[config.mk]
export PLATFORM = sky130hd
export DESIGN_NAME = chase_segment_decoder_flat
export DESIGN_NICKNAME = d
export VERILOG_FILES = /design/src/rtl/chase_segment_decoder_pkg.sv /design/src/rtl/chase_segment_decoder_if.sv /design/src/rtl/chase_segment_decoder_meter.sv /design/src/rtl/chase_segment_decoder.sv /design/src/flat_wrapper.sv
export SDC_FILE = /design/constraint.sdc
export NUM_CORES = 1
export LEC_CHECK = 0
export BUFFER_PORTS_ARGS = -buffer_cell sky130_fd_sc_hd__buf_2
export CELL_PAD_IN_SITES_DETAIL_PLACEMENT = 1
export CELL_PAD_IN_SITES_GLOBAL_PLACEMENT = 1
export CORE_ASPECT_RATIO = 0.9
export CORE_MARGIN = 4
export CORE_UTILIZATION = 48
export DETAILED_ROUTE_END_ITERATION = 8
export GPL_ROUTABILITY_DRIVEN = 0
export PLACE_DENSITY_LB_ADDON = 0.1
export SYNTH_ARGS = -nofsm -noshare
export SYNTH_HDL_FRONTEND = slang
export SYNTH_SLANG_ARGS = --single-unit
export TNS_END_PERCENT = 1
[constraint.sdc]
create_clock -name clk -period 20.2 [get_ports clk]
set_clock_uncertainty 0.1 [all_clocks]
set_input_delay 0 -clock clk [delete_from_list [all_inputs] [get_ports clk]]
set_output_delay 0 -clock clk [all_outputs]
set_load 0.02 [all_outputs]
[src/rtl/chase_segment_decoder_pkg.sv]
// Shared definitions for the chase segment decoder.
// Holds segment indices, the chase position -> segment table, the tracker
// state encoding and the segment -> position helper used by the tracker.
package chase_segment_decoder_pkg;

  localparam int DEF_WINDOW_LOG2 = 4;
  localparam int LEVEL_W         = DEF_WINDOW_LOG2 + 1;

  localparam logic [2:0] SEG_A = 3'd0;
  localparam logic [2:0] SEG_B = 3'd1;
  localparam logic [2:0] SEG_C = 3'd2;
  localparam logic [2:0] SEG_D = 3'd3;
  localparam logic [2:0] SEG_E = 3'd4;
  localparam logic [2:0] SEG_F = 3'd5;
  localparam logic [2:0] SEG_G = 3'd6;

  // Chase order, indexed by position: a, b, g, e, d, c, g, f
  localparam logic [7:0][2:0] POS_TO_SEG =
    {SEG_F, SEG_G, SEG_C, SEG_D, SEG_E, SEG_G, SEG_B, SEG_A};

  typedef enum logic {
    UNLOCKED = 1'b0,
    LOCKED   = 1'b1
  } trk_state_e;

  // Segment g appears twice in the chase (positions 2 and 6). It resolves
  // to 6 only when already locked in the upper half of the loop (5..7);
  // otherwise the lowest matching position (2) wins.
  function automatic logic [2:0] seg_to_pos(input logic [2:0] seg,
                                            input logic [2:0] cur_pos,
                                            input logic       is_locked);
    logic [2:0] p;
    p = 3'd0;
    for (int i = 7; i >= 0; i--) begin
      if (POS_TO_SEG[i] == seg) p = 3'(i);
    end
    if (seg == SEG_G && is_locked && cur_pos >= 3'd5) p = 3'd6;
    return p;
  endfunction

endpackage

[src/rtl/chase_segment_decoder_if.sv]
// Bus bundle for the chase segment decoder.
// slave  : decoder side (receives seg_in/invert, drives measurements)
// master : driver/monitor side (drives seg_in/invert, reads measurements)
// level packs seven LVL_W-bit counts, segment i at slice i.
interface chase_segment_decoder_if
  import chase_segment_decoder_pkg::*;
#(
  parameter int LVL_W = LEVEL_W,
  parameter int PER_W = 12
);
  logic [6:0]         seg_in;
  logic               invert;
  logic [7*LVL_W-1:0] level;
  logic               frame_valid;
  logic               locked;
  logic [2:0]         pos;
  logic               dir;
  logic               step_valid;
  logic               lock_err;
  logic [PER_W-1:0]   period;

  modport slave (
    input  seg_in, invert,
    output level, frame_valid, locked, pos, dir, step_valid, lock_err, period
  );

  modport master (
    output seg_in, invert,
    input  level, frame_valid, locked, pos, dir, step_valid, lock_err, period
  );
endinterface

[src/rtl/chase_segment_decoder_meter.sv]
// seg_pwm_meter: counts high samples of one segment over a measurement
// window and publishes the count when the window closes.
// Ports: clk, reset (sync, active-high), en (sample valid this cycle),
//        last (final sample of the window), sample, level (published count).
module seg_pwm_meter
  import chase_segment_decoder_pkg::*;
#(
  parameter int LVL_W = LEVEL_W
) (
  input  logic             clk,
  input  logic             reset,
  input  logic             en,
  input  logic             last,
  input  logic             sample,
  output logic [LVL_W-1:0] level
);
  // At most 2^N-1 samples are accumulated before the closing one, so the
  // accumulator needs one bit less than the published level.
  logic [LVL_W-2:0] acc;

  always_ff @(posedge clk) begin
    if (reset) begin
      acc   <= '0;
      level <= '0;
    end else if (en) begin
      if (last) begin
        level <= {1'b0, acc} + LVL_W'(sample);
        acc   <= '0;
      end else begin
        acc <= acc + (LVL_W-1)'(sample);
      end
    end
  end
endmodule

[src/rtl/chase_segment_decoder.sv]
// chase_segment_decoder: receive side of the 7-segment PWM chaser.
// Measures per-segment duty over a 2^WINDOW_LOG2-cycle window, picks the
// brightest segment as the chase head, maps it to a chase position and
// tracks direction and step period.
// Ports: clk, reset (sync, active-high), bus (slave modport):
//   seg_in/invert in; level, frame_valid, locked, pos, dir, step_valid,
//   lock_err, period out.
module chase_segment_decoder
  import chase_segment_decoder_pkg::*;
#(
  parameter int WINDOW_LOG2 = DEF_WINDOW_LOG2,
  parameter int THRESH      = 4,
  parameter int LOSS_FRAMES = 4,
  parameter int PERIOD_W    = 12
) (
  input  logic                    clk,
  input  logic                    reset,
  chase_segment_decoder_if.slave  bus
);
  localparam int LVL_W  = WINDOW_LOG2 + 1;
  localparam int LOSS_W = $clog2(LOSS_FRAMES + 1);

  logic [6:0]             sample_q;
  logic                   sample_vld;
  logic [WINDOW_LOG2-1:0] wcnt;
  logic                   win_last;
  logic                   frame_valid_q;
  logic [LVL_W-1:0]       lvl [7];

  trk_state_e             state;
  logic                   locked_q;
  logic [2:0]             pos_q;
  logic                   dir_q;
  logic                   step_valid_q;
  logic                   lock_err_q;
  logic [PERIOD_W-1:0]    period_q;
  logic [PERIOD_W-1:0]    frame_cnt;
  logic [LOSS_W-1:0]      loss_cnt;

  logic [LVL_W-1:0]       best_lvl;
  logic [2:0]             best_seg;
  logic                   head_ok;
  logic [2:0]             new_pos;
  logic [PERIOD_W-1:0]    period_next;
  logic [PERIOD_W-1:0]    frame_cnt_inc;

  // sample_vld keeps the reset value of sample_q out of the first window.
  always_ff @(posedge clk) begin
    if (reset) begin
      sample_q      <= '0;
      sample_vld    <= 1'b0;
      wcnt          <= '0;
      frame_valid_q <= 1'b0;
    end else begin
      sample_q      <= bus.seg_in ^ {7{bus.invert}};
      sample_vld    <= 1'b1;
      frame_valid_q <= win_last;
      if (sample_vld) wcnt <= wcnt + 1'b1;
    end
  end

  assign win_last = sample_vld && (wcnt == '1);

  for (genvar g = 0; g < 7; g++) begin : g_meter
    seg_pwm_meter #(.LVL_W(LVL_W)) u_meter (
      .clk    (clk),
      .reset  (reset),
      .en     (sample_vld),
      .last   (win_last),
      .sample (sample_q[g]),
      .level  (lvl[g])
    );
  end

  // Strict compare keeps the lowest index on ties.
  always_comb begin
    best_lvl = lvl[0];
    best_seg = 3'd0;
    for (int i = 1; i < 7; i++) begin
      if (lvl[i] > best_lvl) begin
        best_lvl = lvl[i];
        best_seg = 3'(i);
      end
    end
    head_ok = (best_lvl >= LVL_W'(THRESH));
    new_pos = seg_to_pos(best_seg, pos_q, state == LOCKED);
  end

  assign frame_cnt_inc = (frame_cnt == '1) ? frame_cnt : frame_cnt + 1'b1;
  assign period_next   = frame_cnt_inc;

  always_ff @(posedge clk) begin
    if (reset) begin
      state        <= UNLOCKED;
      locked_q     <= 1'b0;
      pos_q        <= '0;
      dir_q        <= 1'b0;
      step_valid_q <= 1'b0;
      lock_err_q   <= 1'b0;
      period_q     <= '0;
      frame_cnt    <= '0;
      loss_cnt     <= '0;
    end else begin
      step_valid_q <= 1'b0;
      lock_err_q   <= 1'b0;
      if (frame_valid_q) begin
        frame_cnt <= frame_cnt_inc;
        case (state)
          UNLOCKED: begin
            if (head_ok) begin
              state     <= LOCKED;
              locked_q  <= 1'b1;
              pos_q     <= new_pos;
              loss_cnt  <= '0;
              frame_cnt <= '0;
            end
          end
          LOCKED: begin
            if (head_ok) begin
              loss_cnt <= '0;
              if (new_pos != pos_q) begin
                pos_q     <= new_pos;
                frame_cnt <= '0;
                if (new_pos == pos_q + 3'd1) begin
                  dir_q        <= 1'b1;
                  step_valid_q <= 1'b1;
                  period_q     <= period_next;
                end else if (new_pos == pos_q - 3'd1) begin
                  dir_q        <= 1'b0;
                  step_valid_q <= 1'b1;
                  period_q     <= period_next;
                end else begin
                  lock_err_q <= 1'b1;
                end
              end
            end else if (loss_cnt == LOSS_W'(LOSS_FRAMES - 1)) begin
              state    <= UNLOCKED;
              locked_q <= 1'b0;
              loss_cnt <= '0;
            end else begin
              loss_cnt <= loss_cnt + 1'b1;
            end
          end
          default: state <= UNLOCKED;
        endcase
      end
    end
  end

  always_comb begin
    bus.level = '0;
    for (int i = 0; i < 7; i++) begin
      bus.level[i*LVL_W +: LVL_W] = lvl[i];
    end
  end

  assign bus.frame_valid = frame_valid_q;
  assign bus.locked      = locked_q;
  assign bus.pos         = pos_q;
  assign bus.dir         = dir_q;
  assign bus.step_valid  = step_valid_q;
  assign bus.lock_err    = lock_err_q;
  assign bus.period      = period_q;

endmodule

[src/flat_wrapper.sv]
// flat-port wrapper written by rule: the top's interface ports become plain ports
module chase_segment_decoder_flat import chase_segment_decoder_pkg::*;
#(
  parameter int WINDOW_LOG2 = DEF_WINDOW_LOG2,
  parameter int THRESH      = 4,
  parameter int LOSS_FRAMES = 4,
  parameter int PERIOD_W    = 12
)
  (clk, reset, bus_seg_in, bus_invert, bus_level, bus_frame_valid, bus_locked, bus_pos, bus_dir, bus_step_valid, bus_lock_err, bus_period);
  chase_segment_decoder_if #(.LVL_W(5), .PER_W(12)) bus_i ();
  input  logic clk;
  input  logic reset;
  input wire logic [$bits(bus_i.seg_in)-1:0] bus_seg_in;
  input wire logic [$bits(bus_i.invert)-1:0] bus_invert;
  output wire logic [$bits(bus_i.level)-1:0] bus_level;
  output wire logic [$bits(bus_i.frame_valid)-1:0] bus_frame_valid;
  output wire logic [$bits(bus_i.locked)-1:0] bus_locked;
  output wire logic [$bits(bus_i.pos)-1:0] bus_pos;
  output wire logic [$bits(bus_i.dir)-1:0] bus_dir;
  output wire logic [$bits(bus_i.step_valid)-1:0] bus_step_valid;
  output wire logic [$bits(bus_i.lock_err)-1:0] bus_lock_err;
  output wire logic [$bits(bus_i.period)-1:0] bus_period;
  assign bus_i.seg_in = bus_seg_in;
  assign bus_i.invert = bus_invert;
  assign bus_level = bus_i.level;
  assign bus_frame_valid = bus_i.frame_valid;
  assign bus_locked = bus_i.locked;
  assign bus_pos = bus_i.pos;
  assign bus_dir = bus_i.dir;
  assign bus_step_valid = bus_i.step_valid;
  assign bus_lock_err = bus_i.lock_err;
  assign bus_period = bus_i.period;
  chase_segment_decoder #(.WINDOW_LOG2(WINDOW_LOG2), .THRESH(THRESH), .LOSS_FRAMES(LOSS_FRAMES), .PERIOD_W(PERIOD_W)) u_core (.clk(clk), .reset(reset), .bus(bus_i));
endmodule
# After elaboration in Yosys (flattened, before gate mapping)
# Cells that the tools add are included.
totals:
  output_inout_bits: 55
  reg_bits: 111
classes:
  n_addsub: 19
  eq_ne: 18
  bitwise_logic: 5
  reduce_logical: 12
  order_cmp: 8
  mux: 56
ops:
  columns: ["op", "n"]
  rows:
  - ["$mux W12", 6]
  - ["$mux W3", 17]
  - ["$add A4 B1 Y5", 7]
  - ["$gt A5 B5 Y1", 6]
  - ["$mux W5", 6]
  - ["$add A4 B1 Y4", 7]
  - ["$mux W4", 7]
  - ["$pmux W12 S2", 1]
  - ["$mux W1", 13]
  - ["$add A12 B1 Y12 const B", 1]
  - ["$eq A12 B12 Y1 const B", 1]
  - ["$pmux W3 S2", 2]
  - ["$eq A3 B3 Y1 const A", 3]
  - ["$ne A2 B2 Y1 const B", 4]
  - ["$reduce_and A4 Y1", 2]
  - ["$xor A7 B7 Y7", 1]
  - ["$add A3 B1 Y3 const B", 2]
  - ["$eq A2 B3 Y1 const A", 2]
  - ["$eq A3 B3 Y1", 2]
  - ["$reduce_or A6 Y1", 1]
  - ["$ge A5 B3 Y1 const B", 1]
  - ["$reduce_and A5 Y1", 1]
  - ["$reduce_or A5 Y1", 1]
  - ["$add A4 B1 Y4 const B", 1]
  - ["15 further kinds", 23]

# Depth between registers and ports, before layout
depth:
  ltp_word: 25
  ltp_mapped: 48

# Cells and area by module
# A second synthesis with hierarchy kept.
unflattened:
  hier_cells: 769
  area_unflattened_um2: 6363.6
modules_own_cells:
  columns: ["mod", "seq_area_each_um2", "area_each_um2", "n_inst", "cells_per_inst"]
  rows:
  - ["chase_segment_decoder", 960.9, 3499.6, 1, 447]
  - ["seg_pwm_meter", 180.2, 409.1, 7, 46]

# Worst setup path before layout
# OpenSTA, ideal clock, no wires.
synth_timing:
  kind: "reg-to-reg"
  startpoint: "reg u_core.g_meter[0].u_meter.level[2]"
  endpoint: "reg u_core.dir_q (netlist: u_core.bus.dir)"
  path_stages_with_launch: 44
  setup_slack_ns: 11.001
  path_buffers: 2
  synth_period_minus_slack_ns: 9.199
  t_arrival_ns: 9.028
  path_cell_list: "dfxtp_1 > inv_1 > ha_1 > a21oi_1 > o21ai_1 > o22ai_2 > mux2i_1 > ha_1 > o21ai_0 > a21oi_1 > nor3_2 > nor2_2 > mux2i_1 > inv_1 > ha_1 > o21a_1 > o31ai_1 > a21oi_1 > [8 not listed] > ha_1 > and3_1 > a31oi_1 > o31ai_1 > buf_2 > o22ai_1 > a31o_2 > ha_1 > and3_1 > o21a_1 > o31ai_2 > nand3_1 > xor2_1 > mux2i_1 > xor3_1 > o2111ai_4 > or4_1 > a21oi_1"
synth_between:
  elab_chain_len: 24
synth_lines:
  columns: ["element", "line_no", "rtl"]
  rows:
  - ["start: declaration", "chase_segment_decoder_meter.sv:15", "output logic [LVL_W-1:0] level"]
  - ["start signal: assignment", "chase_segment_decoder_meter.sv:27", "level <= {1'b0, acc} + LVL_W'(sample);"]
  - ["$gt A5 B5 Y1", "chase_segment_decoder.sv:80", "if (lvl[i] > best_lvl) begin"]
  - ["$mux W5", "chase_segment_decoder.sv:80", null]
  - ["$gt A5 B5 Y1", "chase_segment_decoder.sv:80", null]
  - ["$mux W5", "chase_segment_decoder.sv:80", null]
  - ["$gt A5 B5 Y1", "chase_segment_decoder.sv:80", null]
  - ["$mux W5", "chase_segment_decoder.sv:80", null]
  - ["$gt A5 B5 Y1", "chase_segment_decoder.sv:80", null]
  - ["$mux W5", "chase_segment_decoder.sv:80", null]
  - ["[2 not listed]", null, null]
  - ["$gt A5 B5 Y1", "chase_segment_decoder.sv:80", null]
  - ["$mux W3", "chase_segment_decoder.sv:80", null]
  - ["$eq A3 B3 Y1", "chase_segment_decoder_pkg.sv:35", "if (POS_TO_SEG[i] == seg) p = 3'(i);"]
  - ["$mux W3 (7 in a row)", "chase_segment_decoder_pkg.sv:35", null]
  - ["$mux W3", "chase_segment_decoder_pkg.sv:37", "if (seg == SEG_G && is_locked && cur_pos >= 3'd5) p = 3'd6;"]
  - ["$eq A3 B3 Y1, on equally long branches", "chase_segment_decoder.sv:128, chase_segment_decoder.sv:124", null]
  - ["$reduce_bool A2 Y1 (no source line)", null, null]
  - ["$reduce_and A5 Y1 (no source line)", null, null]
  - ["end signal: assignment", "chase_segment_decoder.sv:97", "dir_q <= 1'b0;"]
  - ["end signal: assignment", "chase_segment_decoder.sv:125", "dir_q <= 1'b1;"]
  - ["end signal: assignment", "chase_segment_decoder.sv:129", "dir_q <= 1'b0;"]
  - ["end: declaration", "chase_segment_decoder.sv:33", "logic dir_q;"]
# Several ways; a longest one is shown, not always the timed one.
# A chain may end at the register's enable or synchronous reset.

# Worst setup path in the final report
layout_timing:
  startpoint: "reg u_core.g_meter[0].u_meter.level[4]"
  endpoint: "reg u_core.dir_q (netlist: u_core.bus.dir)"
# Same word-level chain as after synthesis.

==> impl_metrics.py <==
metrics = {
    "synthesis": {
        "ys_ff_latch": 111,
        "syn_avg_cell_area_um2": 8.19,
        "synth_top_area_cell": "dfxtp_1",
        "ys.flop_type": "dfxtp_1",
        "syn_inst": 747,
        "yosysSeqAreaShare_pct": 36.3,
        "synth.distinct_cells": 59,
        "yosysMostFrequentCell": "dfxtp_1",
        "synth_top_area_share_pct": 36.3,
        "synth_area_leaders": "dfxtp_1 (36%), ha_1 (10%), a21oi_1 (6.5%)",
        "synthesis.nets": 807,
        "synth_edf_count": 0,
        "async_flop_share_pct": 0,
        "yosysWarnings": 0,
        "mappedNetlistArea_um2": 6120,
        "synth_common_cells": "dfxtp_1 (111), nor2_1 (86), a21oi_1 (79), nand2_1 (75), ha_1 (50)",
    },
    "cells_and_area": {
        "finish.instance_area_um2": 6990,
        "syn_to_final_growth_pct": 14.2,
        "finalNetCount": 864,
        "drive_above_1_share_pct": 12.2,
        "diodes": 0,
        "stdcell_count": 969,
    },
    "worst_setup_path": {
        "cp_slowest_cell": "o31ai_1",
        "cp.required_ns": 20.38,
        "regToRegSetupSlack_ns": 8.29,
        "end_kind": "register",
        "start_kind": "register",
        "path_max_fanout": 19,
        "crit_top_cell": "ha_1",
        "path_class": "reg -> reg",
        "worst_ep_arrival_time_ns": 12.08,
        "slowest_delay_ns": 1.06,
    },
    "placed_design": {
        "placed_cell_area_um2": 6530,
        "dp_cells": 939,
        "port_buffers": 64,
        "hpwl_mm": 12.3,
    },
    "power_and_ir_drop": {
        "power.density_nw_per_um2": 62.0,
        "power.leakage_nw": 2.91,
        "ir_drop_mv": 0.0546,
    },
    "timing": {
        "finalMaxSlewViolations": 0,
        "fin_setup_tns_ns": 0,
        "setup_viol": 0,
        "min_period_ns": 11.91,
        "hold_viol": 0,
        "worst_slew_pin_slew_ns": 1.34,
        "maxSlewHeadroom_pct": 10.1,
        "grt_setup_unrepaired": "no",
        "fmax_mhz": 84.0,
        "period_share_pct": 58.9,
        "fin_hold_ws_ns": 0.179,
    },
    "clocking": {
        "cts_inserted_buffers": 9,
        "post_cts_buffers": 0,
        "clkSlewWorstSetupHoldPaths_ns": 0.07,
        "cts_tree": "built",
        "cts_root_buf": "clkbuf_16",
        "clock-sinks": 111,
        "clock_path_buffers": 2,
        "clk_latency_ns": 0.36,
        "cts_resized": 0,
        "h-tree-depth": 3,
    },
    "die": {
        "fp.dieW_um": 127,
        "die_y_um": 115,
        "start_util_pct": 49.9,
        "ios": 65,
        "core_area_um2": 12300,
        "dieArea_um2": 14600,
        "num_rows": 38,
    },
    "min_path": {
        "worstHoldPathType": "in -> reg",
    },
    "flow_run": {
        "cap_violations": 0,
    },
    "grt": {
        "grtUsageMet1_pct": 33.9,
        "grt_use_met3_pct": 4.46,
        "grtUsageMet2_pct": 40.1,
        "grt_pass1_vias": 5677,
        "grt_max_degree": 104,
        "antenna_found_initial": 0,
        "grt_usage_pct": 24.3,
        "grt_first_pass_wirelength_mm": 28.8,
        "grt.overflow.total": 0,
        "busiest_layer": "met2",
    },
    "drt": {
        "post-route-drc-count": 0,
        "via_per_inst": 5.70,
        "vias": 5523,
        "routed_wl_mm": 17.2,
        "dr.first_iter.drc_count": 329,
        "ant_nets": 0,
        "drt_first_pass_iters": 4,
        "wl_per_cell_um": 17.8,
    },
    "status": {
        "status": "completed",
    },
}
==> critical path, delay by kind of cell, from the launching register on <==
family                     cells  cell delay, ns
adders and majority gates      6            1.66
and+or+nand+nor                8            2.03
DFF                            1            0.40
muxes                          5            1.73
AOI/OAI and AO/OA             19            5.22
buffers and inverters          2            0.14
xor gates and xnor gates       2            0.57
==> sequential cells by signal, summed over array words and instances, names as in the netlist <==
name                          count
u_core.g_meter.u_meter.level     35
u_core.bus.period                12
u_core.bus.dir                    1
u_core.sample_vld                 1
u_core.bus.lock_err               1
u_core.g_meter.u_meter.acc       28
u_core.bus.step_valid             1
u_core.bus.pos                    3
u_core.loss_cnt                   3
u_core.state                      1
u_core.frame_cnt                 12
u_core.sample_q                   7
u_core.bus.locked                 1
u_core.bus.frame_valid            1
u_core.wcnt                       4
==> layout by cell type (no fill, tap or decap), types with 3 or more instances in the layout <==
| cell type | instances |
|---|---|
| nor4_1 | 3 |
| xnor2_1 | 29 |
| o31ai_1 | 7 |
| nand3_1 | 40 |
| dlygate4sd3_1 | 14 |
| mux2_2 | 4 |
| o22ai_1 | 6 |
| o21a_1 | 7 |
| nor2b_1 | 11 |
| o21ai_0 | 20 |
| and4_1 | 3 |
| nand2b_1 | 19 |
| nor3_1 | 10 |
| and2_1 | 5 |
| mux2i_1 | 22 |
| nand2_1 | 75 |
| nand4_1 | 14 |
| dfxtp_1 | 111 |
| a21oi_1 | 79 |
| a31oi_1 | 4 |
| a211oi_1 | 15 |
| buf_2 | 63 |
| a21o_1 | 4 |
| xor2_1 | 10 |
| inv_1 | 33 |
| nor2_1 | 86 |
| o21ai_1 | 4 |
| and3_1 | 7 |
| buf_4 | 5 |
| ha_1 | 50 |
| clkbuf_16 | 9 |
==> cells by family after synthesis <==
logic type | share of synthesized area (%)
AOI/OAI and AO/OA | 17.1
xor gates and xnor gates | 5.97
adders and majority gates | 10.2
buffers and inverters | 4.35
DFF | 36.3
muxes | 4.56
and+or+nand+nor | 21.5
==> final timing paths <==
check	start	endpoint	cells after the start
setup / recovery	u_core.g_meter[0].u_meter.level[4]$_SDFFE_PP0P_	u_core.bus.dir$_SDFFE_PP0P_	42
hold / removal	reset	u_core.loss_cnt[1]$_SDFFE_PP0P_	2
setup reg to reg	u_core.g_meter[0].u_meter.level[4]$_SDFFE_PP0P_	u_core.bus.dir$_SDFFE_PP0P_	42
hold reg to reg	u_core.bus.period[8]$_SDFFE_PP0P_	u_core.bus.period[8]$_SDFFE_PP0P_	2
==> power breakdown <==
part / total, mW / internal (mW) / switching, mW
logic: 0.0200 / 0.00897 / 0.0110
clock network: 0.189 / 0.105 / 0.0843
registers: 0.224 / 0.222 / 0.00219
total: 0.433 / 0.336 / 0.0974
==> through the flow <==
step	power, mW	setup slack [ns]	utilization (%)
after detailed placement	0.246	8.50	53.3
after floorplan	0.241	11.00	-
after global routing	0.452	7.35	57.0
after global placement	0.245	9.28	53.3
after CTS	0.438	8.39	57.0
final	0.433	8.29	57.0
==> area by class of cell <==
class / count / area, um^2
Clock buffer: 12 / 256
Clock inverter: 4 / 58.8
Fill cell: 1529 / 5280
Inverter: 34 / 128
Multi-Input combinational cell: 566 / 3630
Sequential cell: 111 / 2220
Tap cell: 160 / 200
Timing Repair Buffer: 82 / 493
==> repair_timing <==
action / CTS / global route
hold endpoints to repair: 7 / 0
hold buffers: 14 / 0
endpoints found under the setup margin: 0 / 0
==> metal layers <==
layer,routed length (um),vias to the layer above
met4,58,0
met3,678,4
met1,8330,2708
met5,0,-
met2,8170,93
li1,-,2718
Note: power is estimated with default switching activity, not from simulation.
